==> src/rtl/pipelined_adder_pkg.sv <==
// ============================================================================
//  pipelined_adder_pkg : shared constants, stage-count helper and stage record
//  Revision 1.0 - initial release
// ============================================================================
`default_nettype none

package pipelined_adder_pkg;

   localparam int DEFAULT_WIDTH = 16;
   localparam int DEFAULT_CHUNK = 4;

   function automatic int calc_stages(input int width, input int chunk);
      return width / chunk;
   endfunction

   // Record layout for the default configuration; the top declares the same
   // layout sized by its own WIDTH.
   typedef struct packed {
      logic                     valid;
      logic                     carry;
      logic [DEFAULT_WIDTH-1:0] a_rem;
      logic [DEFAULT_WIDTH-1:0] b_rem;
      logic [DEFAULT_WIDTH-1:0] sum_acc;
   } stage_rec_t;

endpackage

`default_nettype wire

==> src/rtl/adder_chunk.sv <==
// ============================================================================
//  adder_chunk : combinational CHUNK-bit ripple-carry adder
//  Revision 1.0 - initial release
// ============================================================================
`default_nettype none

module adder_chunk #(
   parameter int CHUNK = 4
) (
   input  logic [CHUNK-1:0] a,
   input  logic [CHUNK-1:0] b,
   input  logic             ci,
   output logic [CHUNK-1:0] s,
   output logic             co
);

   logic c;

   always_comb begin
      s = '0;
      c = ci;
      for (int i = 0; i < CHUNK; i++) begin
         s[i] = a[i] ^ b[i] ^ c;
         c    = (a[i] & b[i]) | (c & (a[i] ^ b[i]));
      end
      co = c;
   end

endmodule

`default_nettype wire

==> src/rtl/pipelined_adder.sv <==
// ============================================================================
//  pipelined_adder : WIDTH-bit adder, one CHUNK-bit slice per pipeline stage,
//  valid/ready on both sides. Optional subtract mode: PIPELINED_ADDER_SUB_EN.
//  Revision 1.0 - initial release
// ============================================================================
`default_nettype none

module pipelined_adder
   import pipelined_adder_pkg::*;
#(
   parameter int WIDTH = DEFAULT_WIDTH,
   parameter int CHUNK = DEFAULT_CHUNK
) (
   input  logic             clk,
   input  logic             rst,
   input  logic             in_valid,
   output logic             in_ready,
   input  logic [WIDTH-1:0] a,
   input  logic [WIDTH-1:0] b,
   input  logic             cin,
`ifdef PIPELINED_ADDER_SUB_EN
   input  logic             sub,
`endif
   output logic             out_valid,
   input  logic             out_ready,
   output logic [WIDTH-1:0] sum,
   output logic             cout
);

   localparam int STAGES = calc_stages(WIDTH, CHUNK);

   typedef struct packed {
      logic             valid;
      logic             carry;
`ifdef PIPELINED_ADDER_SUB_EN
      logic             sub;
`endif
      logic [WIDTH-1:0] a_rem;
      logic [WIDTH-1:0] b_rem;
      logic [WIDTH-1:0] sum_acc;
   } stage_t;

   if (CHUNK < 1 || WIDTH < CHUNK) begin : g_bad_size
      $error("pipelined_adder: need CHUNK >= 1 and WIDTH >= CHUNK");
   end
   if (WIDTH % CHUNK != 0) begin : g_bad_chunk
      $error("pipelined_adder: WIDTH must be a multiple of CHUNK");
   end

   stage_t stg [STAGES];
   logic   adv;

   // One global advance: a stall freezes every stage, bubbles included.
   assign out_valid = stg[STAGES-1].valid;
   assign sum       = stg[STAGES-1].sum_acc;
   assign cout      = stg[STAGES-1].carry;
   assign adv       = !out_valid | out_ready;
   assign in_ready  = adv;

   for (genvar k = 0; k < STAGES; k++) begin : g_stage
      logic [WIDTH-1:0] a_src;
      logic [WIDTH-1:0] b_src;
      logic [WIDTH-1:0] acc_src;
      logic             valid_src;
      logic             carry_src;
      logic [CHUNK-1:0] b_chunk;
      logic [CHUNK-1:0] s;
      logic             co;
      stage_t           d;
`ifdef PIPELINED_ADDER_SUB_EN
      logic             sub_src;
`endif

      if (k == 0) begin : g_head
         assign valid_src = in_valid;
         assign a_src     = a;
         assign b_src     = b;
         assign acc_src   = '0;
`ifdef PIPELINED_ADDER_SUB_EN
         // a - b - cin == a + ~b + ~cin
         assign sub_src   = sub;
         assign carry_src = cin ^ sub;
`else
         assign carry_src = cin;
`endif
      end else begin : g_body
         assign valid_src = stg[k-1].valid;
         assign a_src     = stg[k-1].a_rem;
         assign b_src     = stg[k-1].b_rem;
         assign acc_src   = stg[k-1].sum_acc;
         assign carry_src = stg[k-1].carry;
`ifdef PIPELINED_ADDER_SUB_EN
         assign sub_src   = stg[k-1].sub;
`endif
      end

`ifdef PIPELINED_ADDER_SUB_EN
      assign b_chunk = b_src[CHUNK-1:0] ^ {CHUNK{sub_src}};
`else
      assign b_chunk = b_src[CHUNK-1:0];
`endif

      adder_chunk #(
         .CHUNK (CHUNK)
      ) u_chunk (
         .a  (a_src[CHUNK-1:0]),
         .b  (b_chunk),
         .ci (carry_src),
         .s  (s),
         .co (co)
      );

      // Unconsumed operand bits shift down so the next slice always reads bit 0.
      always_comb begin
         d                           = '0;
         d.valid                     = valid_src;
         d.carry                     = co;
         d.a_rem                     = a_src >> CHUNK;
         d.b_rem                     = b_src >> CHUNK;
         d.sum_acc                   = acc_src;
         d.sum_acc[k*CHUNK +: CHUNK] = s;
`ifdef PIPELINED_ADDER_SUB_EN
         d.sub                       = sub_src;
`endif
      end

      always_ff @(posedge clk or posedge rst) begin
         if (rst) begin
            stg[k] <= '0;
         end else if (adv) begin
            stg[k] <= d;
         end
      end
   end

endmodule

`default_nettype wire

==> config.mk <==
export PLATFORM = sky130hd
export DESIGN_NAME = pipelined_adder
export DESIGN_NICKNAME = d
export VERILOG_FILES = /design/src/rtl/pipelined_adder_pkg.sv /design/src/rtl/adder_chunk.sv /design/src/rtl/pipelined_adder.sv
export SDC_FILE = /design/constraint.sdc
export NUM_CORES = 1
export LEC_CHECK = 0
export ABC_CLOCK_PERIOD_IN_PS = 2450
export BUFFER_PORTS_ARGS = -buffer_cell sky130_fd_sc_hd__buf_2
export CORE_UTILIZATION = 51
export CTS_CLUSTER_DIAMETER = 120
export DETAILED_ROUTE_END_ITERATION = 16
export PLACE_DENSITY = 0.73
export SYNTH_ARGS = -nofsm -noshare
export SYNTH_HDL_FRONTEND = slang
export SYNTH_HIERARCHICAL = 1
export SYNTH_SLANG_ARGS = --single-unit
==> constraint.sdc <==
create_clock -name clk -period 2.45 [get_ports clk]
set_input_delay 0.1225 -clock clk [delete_from_list [all_inputs] [get_ports clk]]
set_output_delay 0.1225 -clock clk [all_outputs]
set_load 0.01 [all_outputs]
==> Word level (Yosys, flattened, before mapping) <==
Index checks and enable logic that the tools add are counted.
{ "classes": {"bitwise": 81, "reduce_logical": 1} }
{ "op_table": {"columns": ["cell", "n"], "rows": [
  ["AND 1 bit", 32],
  ["XOR 1 bit", 32],
  ["OR 1 bit", 17],
  ["zero test 1 bit", 1]
]} }
{ "totals": {"register_bits": 96, "inputBits": 37, "output_inout_bits": 19, "elab_cells": 100} }

==> Depth between registers and ports, before layout <==
Gate-level depths: netlist (run 1).
{ "logic_depth": {"depth_word": 9, "depth_mapped": 9, "depth_no_buf": 9} }

==> By module <==
The synthesis (run 1) kept the hierarchy.
{ "modules_own_cells": {"columns": ["mod", "area_per_inst_um2", "n_inst", "seq_area_each_um2", "cells_per_inst"], "rows": [
  ["pipelined_adder", 3687.3, 1, 2402.3, 205],
  ["adder_chunk", 117.6, 4, 0.0, 14]
]} }

==> Worst setup path before layout (run 1) <==
No wires, ideal clock.
{ "synth_timing": {"kind": "register to register", "start": "register stg, in the netlist g_stage[1].a_src[0]", "end": "register stg, in the netlist g_stage[2].acc_src[7]", "slack_ns": 0.373, "synth_period_minus_slack_ns": 2.077, "t_arrival_ns": 2.012, "path_buffers": 0, "t_required_ns": 2.386, "setup_time_ns": 0.064, "stages_incl_launch_ff": 10, "cell_sequence": "dfrtp_1 -> fa_1 -> inv_1 -> fa_1 -> inv_1 -> fa_1 -> inv_1 -> fa_1 -> inv_1 -> mux2_2"} }
{ "synth_via": {"elab_chain_cells": 8, "word_cells_on_any_way": 9, "cone_classes": "bitwise: 9"} }
{ "synth_rtl": {"columns": ["element", "line", "rtl"], "rows": [
  ["from (decl)", "pipelined_adder.sv:50", "stage_t stg [STAGES];"],
  ["from (signal, indexed assignment)", "pipelined_adder.sv:129", "stg[k] <= '0;"],
  ["from (signal, indexed assignment)", "pipelined_adder.sv:131", "stg[k] <= d;"],
  ["XOR 1 bit", "adder_chunk.sv:24", "c = (a[i] & b[i]) | (c & (a[i] ^ b[i]));"],
  ["AND 1 bit", "adder_chunk.sv:24", null],
  ["OR 1 bit (*)", "adder_chunk.sv:24", null],
  ["AND 1 bit (*)", "adder_chunk.sv:24", null],
  ["OR 1 bit (*)", "adder_chunk.sv:24", null],
  ["AND 1 bit (*)", "adder_chunk.sv:24", null],
  ["OR 1 bit (*)", "adder_chunk.sv:24", null],
  ["XOR 1 bit (*)", "adder_chunk.sv:23", "s[i] = a[i] ^ b[i] ^ c;"],
  ["via g_stage[1].s[3]", "pipelined_adder.sv:67", "logic [CHUNK-1:0] s;"]
]} }
The timed path passes the listed nets; every way through them passes the cells marked *.
A chain may end at the register's enable or synchronous reset.

==> Final worst setup path (run 1) <==
{ "layout_timing": {"start": "register stg, in the netlist g_stage[3].a_src[0]", "end": "register stg, in the netlist sum[15]"} }
{ "layout_via": {"elab_chain_cells": 8, "word_cells_on_any_way": 9, "cone_classes": "bitwise: 9"} }
{ "layout_rtl": {"columns": ["element", "line"], "rows": [
  ["XOR 1 bit", "adder_chunk.sv:24"],
  ["AND 1 bit", "adder_chunk.sv:24"],
  ["OR 1 bit (*)", "adder_chunk.sv:24"],
  ["AND 1 bit (*)", "adder_chunk.sv:24"],
  ["OR 1 bit (*)", "adder_chunk.sv:24"],
  ["AND 1 bit (*)", "adder_chunk.sv:24"],
  ["OR 1 bit (*)", "adder_chunk.sv:24"],
  ["XOR 1 bit (*)", "adder_chunk.sv:23"],
  ["via g_stage[3].s[3]", "pipelined_adder.sv:67"]
]} }
Marks and branches as above.

==> results of run 1 <==
-- cells by family after synthesis --
group / share of synthesized area [%]
DFF: 57.8
muxes: 28.3
buffers and inverters: 5.78
adders and majority gates: 7.70
and+or+nand+nor: 0.482
-- critical path, stage by stage, from the launching register on --
cell,delay (ps)
dfrtp_1,410
fa_1,410
inv_1,70
fa_1,180
inv_1,50
fa_1,360
inv_1,80
fa_1,400
inv_1,50
mux2_2,130
-- power groups by stage --
stage / logic [mW] / clock network [mW] / registers, mW
final: 2.05 / 0.883 / 2.67
after global routing: 2.30 / 0.974 / 2.77
after CTS: 2.09 / 0.913 / 2.68
after detailed placement: 2.08 / 0 / 2.71
after global placement: 1.98 / 0 / 2.67
after floorplan: 1.59 / 0 / 2.66
-- layout make-up --
class	instances	share of cell area, %
timing repair buffer	69	8.98
clock inverter	1	0.104
inverter	41	3.29
sequential	96	50.1
tap	102	2.66
clock buffer	12	3.24
multi-input combinational	113	31.6
-- registers in the layout, summed over array words and instances, names as in the netlist --
signal             flops
g_stage.a_src         24
g_stage.acc_src       24
g_stage.b_src         24
sum                   16
g_stage.carry_src      3
g_stage.valid_src      3
cout                   1
out_valid              1
-- timing repair --
item	in CTS	in global routing
endpoints found under the setup margin	0	0
hold buffers	7	3
hold endpoints to repair	40	3
-- through the flow --
step           power [mW]  area, sq um  worst slack (ps)  util, %
2_1_floorplan        4.25         4160               373        -
3_3_place_gp         4.64         4530               314     58.1
3_5_place_dp         4.78         4530               273     58.1
4_1_cts              5.68         4760               239     61.0
5_1_grt              6.05         4790               147     61.4
6_report             5.59         4790               259     61.4
-- worst paths after layout --
kind | end | slack [ps] | start | depth (start not counted)
setup / recovery | sum[15] | 260 | g_stage[3].a_src[0] | 9
hold / removal | g_stage[1].a_src[8] | 10 | a[12] | 2
setup reg to reg | sum[15] | 260 | g_stage[3].a_src[0] | 9
hold reg to reg | out_valid | 460 | g_stage[3].valid_src | 1
max in group asynchronous | g_stage[2].b_src[4] | 1300 | rst | 4
min in group asynchronous | sum[3] | 460 | rst | 3
-- cell usage after synthesis --
| cell type | count | area, sq um |
|---|---|---|
| mux2_4 | 28 | 420 |
| nand2b_1 | 1 | 6.26 |
| fa_1 | 16 | 320 |
| mux2_2 | 67 | 754 |
| nand2b_4 | 1 | 13.8 |
| buf_2 | 6 | 30.0 |
| inv_1 | 41 | 154 |
| dfrtp_1 | 96 | 2400 |
| buf_6 | 5 | 56.3 |
-- placed cells by master (no fill, tap or decap) --
cell and n:
dfrtp_1 96, mux2_2 67, buf_2 55, inv_1 40, mux2_4 28, fa_1 16
clkbuf_8 11, dlygate4sd3_1 10, buf_4 2, buf_12 2, nand2b_4 1, clkinvlp_4 1
nand2b_1 1, clkbuf_1 1, clkinv_2 1
-- per-layer routing --
metal,share of wire (%),up-vias,global-route usage [%]
li1,-,979,-
met1,47,1062,22.0
met2,48,36,24.5
met3,3.1,7,3.04
met4,1.3,0,5.47
met5,0,-,0
==> results.json, run 1 <==
{
  "status": "completed",
  "syn-num-nets": 314,
  "path_clk_slew_ps": 90,
  "fmaxAchievable_ghz": 0.456,
  "skew_ps": 12.7,
  "syn-cell-area_sq_um": 4160,
  "initial_utilization_pct": 53.3,
  "rsz0062_at_grt": "false",
  "seqCellArea_sq_um": 2400,
  "wl_mm": 5.92,
  "pwr_density_cell_nw_per_um2": 1170,
  "nFillCells": 619,
  "whs_ps": 12.5,
  "p_clk_share_pct": 15.8,
  "syn_to_final_growth_pct": 15.3,
  "antenna_found_initial": 0,
  "final_cells": 434,
  "dr.pass1.iters": 4,
  "postSynthCellCount": 261,
  "cp.arrival_ps": 2480,
  "cellLeakagePower_nw": 2.34,
  "cts_buffers": 9,
  "grt_pass1_vias": 2169,
  "grt_pass1_wl_mm": 10.4,
  "critical_path_class": "reg2reg",
  "clkLatencyLatePin_ps": 340,
  "slew_violations": 0,
  "worst_pin_slew_ps": 780,
  "setup_violations": 0,
  "postCtsSetupBuffers": 0,
  "antenna_left": 0,
  "hold_viol": 0,
  "crit_path_end_kind": "flip-flop",
  "crit_fanout": 2,
  "power.net_switching_mw": 1.67,
  "clock_path_buffers": 2,
  "synth-seq-cells": 96,
  "switching_share_pct": 29.9,
  "drive_gt1_share_pct": 50.6,
  "critPathLaunchType": "flip-flop",
  "antennaDiodeCount": 0,
  "io_pins": 56,
  "tritoncts": "done",
  "portBuffers": 55,
  "die_h_um": 92.3,
  "syn_avg_cell_area_sq_um": 15.9,
  "yosysWarnings": 6,
  "cp.required_ps": 2740,
  "cts_resized": 0,
  "root_buffer": "clkbuf_8",
  "drtIter0Drc": 55,
  "cts.htree.levels": 3,
  "maxCapViolCount": 0,
  "grtUsageTotal_pct": 15.6,
  "rows": 32,
  "dp_hpwl_mm": 4.11,
  "synth.yosys.seq_area_share_pct": 57.8,
  "power_frac_seq_pct": 47.6,
  "max_slew_margin_pct": 47.9,
  "viasPerCell": 4.80,
  "drc": 0,
  "peakVddDrop_uv": 535,
  "die_w_um": 92.3,
  "hold_path.class": "in2reg",
  "combinationalPowerShare_pct": 36.6,
  "gp_congestion": 0.689,
  "wl_per_cell_um": 13.6,
  "cts_num_sinks": 96,
  "multiInputGateArea_sq_um": 1520,
  "grt_max_degree": 62,
  "grt-ovfl-total": 0,
  "synth_cell_types": 9,
  "p_int_mw": 3.92,
  "core_area_sq_um": 7810,
  "dp.cells": 411,
  "period_needed_ps": 2190,
  "vias": 2084,
  "die_area_sq_um": 8520,
  "nets": 383,
  "fin_crit_sh_pct": 89.4,
  "setup_tns_ps": 0
}
(Power assumes the default switching activity.)
==> run 2, diff against run 1 <==
ABC_AREA = 1   (was default)
CORE_UTILIZATION = 52   (was 51)
PLACE_DENSITY = 0.88   (was 0.73)
==> run 2 against run 1 <==
Compared with the run above:
- via count up 56%
- combinational power about the same
- global-route usage up 4.7 points
- first-iteration DRC count rose to 4.3 times the previous value
- worst hold slack better by 89 ps
- sequential cell count unchanged
- critical endpoint unchanged
- largest power group unchanged
==> results.json, run 2 <==
{
  "hp-start": "cin",
  "max_slew_margin_pct": 37.7,
  "hold_viol": 0,
  "whs_path_depth": 4,
  "drive_gt1_share_pct": 15.3,
  "whs_ps": 101,
  "reg2reg_to": "sum[15]",
  "crit_path_end_kind": "flip-flop",
  "fmaxAchievable_ghz": 0.447,
  "viasPerCell": 5.01,
  "grt-ovfl-total": 0,
  "worst_pin_slew_ps": 935,
  "setup_violations": 0,
  "cp.required_ps": 2760,
  "yosysMostFrequentCell": "nand2_1",
  "synth.area.top_cells": "dfrtp_1 56%, nand2_1 17%, nand3_1 11%",
  "path_clk_slew_ps": 90,
  "postSynthCellCount": 473,
  "crit_fanout": 2,
  "syn-cell-area_sq_um": 4290,
  "antenna_left": 0,
  "hold_path.class": "in2reg",
  "synth-xor-area-share_pct": 0,
  "synth_cell_types": 11,
  "final_cells": 650,
  "nets": 596,
  "skew_ps": 11.0,
  "syn-num-nets": 526,
  "synth_simple_gate_area_share_pct": 28.0,
  "cts_resized": 0,
  "synth_top_family_by_area": "simple AND/OR/NAND/NOR gates",
  "dp.cells": 608,
  "grtUsageTotal_pct": 20.4,
  "ys_top_cells_by_count": "191 x nand2_1, 96 x dfrtp_1, 95 x nand3_1, 42 x inv_1, 16 x fa_1",
  "synth-seq-cells": 96,
  "synthArstFlopShare_pct": 100,
  "portBuffers": 55,
  "antennaDiodeCount": 0,
  "reg2reg_depth": 10,
  "maxCapViolCount": 0,
  "rows": 32,
  "syn_avg_cell_area_sq_um": 9.07,
  "initial_utilization_pct": 54.7,
  "yosysTopAreaCellShare_pct": 56.0,
  "peakVddDrop_uv": 411,
  "tritoncts": "done",
  "root_buffer": "clkbuf_8",
  "status": "completed",
  "rsz0062_at_grt": "false",
  "drc": 0,
  "yosysTopAreaCell": "dfrtp_1",
  "yosysWarnings": 6,
  "grt_pass1_wl_mm": 13.6,
  "critical_path_class": "reg2reg",
  "slew_violations": 0,
  "die_w_um": 92.8,
  "core_area_sq_um": 7850,
  "synth.yosys.seq_area_share_pct": 56.0,
  "final_common_cell": "nand2_1",
  "min_to": "g_stage[1].acc_src[0]",
  "cellLeakagePower_nw": 2.78,
  "die_area_sq_um": 8620,
  "grt_max_degree": 97,
  "dr.pass1.iters": 4,
  "synth-compound-area-share_pct": 0,
  "rr_startpoint": "g_stage[3].a_src[0]",
  "cts_num_sinks": 96,
  "wl_mm": 8.08,
  "synth-adder-area-share_pct": 7.46,
  "drtIter0Drc": 238,
  "most-common-layout-cells": "191 x nand2_1, 95 x nand3_1, 95 x dfrtp_1, 55 x buf_2, 41 x inv_1",
  "critPathLaunchType": "flip-flop",
  "fin_crit_sh_pct": 91.3,
  "synth.area.mux_share_pct": 0,
  "period_needed_ps": 2240,
  "syn_to_final_growth_pct": 16.6,
  "setup_tns_ps": 0,
  "synth-edff-count": 0,
  "vias": 3259,
  "gp_congestion": 0.751,
  "grt_pass1_vias": 3058,
  "clock_path_buffers": 2,
  "cp.arrival_ps": 2550,
  "r2r_slack_ps": 210,
  "wl_per_cell_um": 12.4,
  "antenna_found_initial": 0,
  "synth-main-ff-cell": "dfrtp_1",
  "cts_buffers": 9,
  "die_h_um": 92.8,
  "cts.htree.levels": 3,
  "pwr_density_cell_nw_per_um2": 1140,
  "dp_hpwl_mm": 5.11,
  "clkLatencyLatePin_ps": 370,
  "io_pins": 56
}
## run 2: power breakdown
group	switching [mW]	internal, mW
clock network	0.558	0.400
registers	0.400	2.27
logic	1.30	0.778
total	2.26	3.44
## run 2: worst max path at each step
stage	start	to	slack (ps)	cells past startpoint
3_5_place_dp	g_stage[3].a_src[0]	sum[15]	230	10
5_1_grt	g_stage[3].a_src[0]	sum[15]	80	10
3_3_place_gp	g_stage[3].a_src[0]	sum[15]	340	10
6_report	g_stage[3].a_src[0]	sum[15]	210	10
2_1_floorplan	g_stage[1].a_src[0]	g_stage[2].acc_src[7]	400	10
4_1_cts	g_stage[3].a_src[0]	sum[15]	210	10
## run 2: layer usage
layer	vias to the layer above	track usage, %	share of wire, %
met5	-	0	0
met4	0	9.49	1.3
met3	8	3.78	5.3
met2	93	32.7	49
met1	1565	26.9	44
li1	1593	-	-
## run 2: layout make-up
cell class / count / area [sq um]
Sequential cell: 96 / 2400
Clock buffer: 10 / 138
Multi-Input combinational cell: 303 / 1520
Tap cell: 102 / 128
Fill cell: 659 / 2840
Clock inverter: 6 / 43.8
Inverter: 43 / 165
Timing Repair Buffer: 90 / 603
## run 2: kinds of logic after synthesis
logic type	count (synthesis)
buf+inv	74
simple gates	287
flops	96
fa+ha+maj	16
## run 2: per-stage QoR
step           instance area [sq um]  utilization [%]  setup slack (ps)  total power, mW
2_1_floorplan                   4300                -               400             4.22
3_3_place_gp                    4560             58.1               339             4.61
3_5_place_dp                    4560             58.1               228             4.76
4_1_cts                         5000             63.8               214             5.74
5_1_grt                         5000             63.8              76.4             6.20
6_report                        5000             63.8               212             5.71
## run 2: what timing repair did
item	CTS	global route
buffers inserted	0	0
hold buffers	26	0
endpoints found under the hold margin	56	0
## run 2: critical path, cell delays in order (launching register included)
cell     delay [ps]
dfrtp_1         410
fa_1            430
inv_1            80
fa_1            150
inv_1            50
fa_1            350
inv_1            80
fa_1            420
inv_1            80
nand2_1          50
nand2_1          90
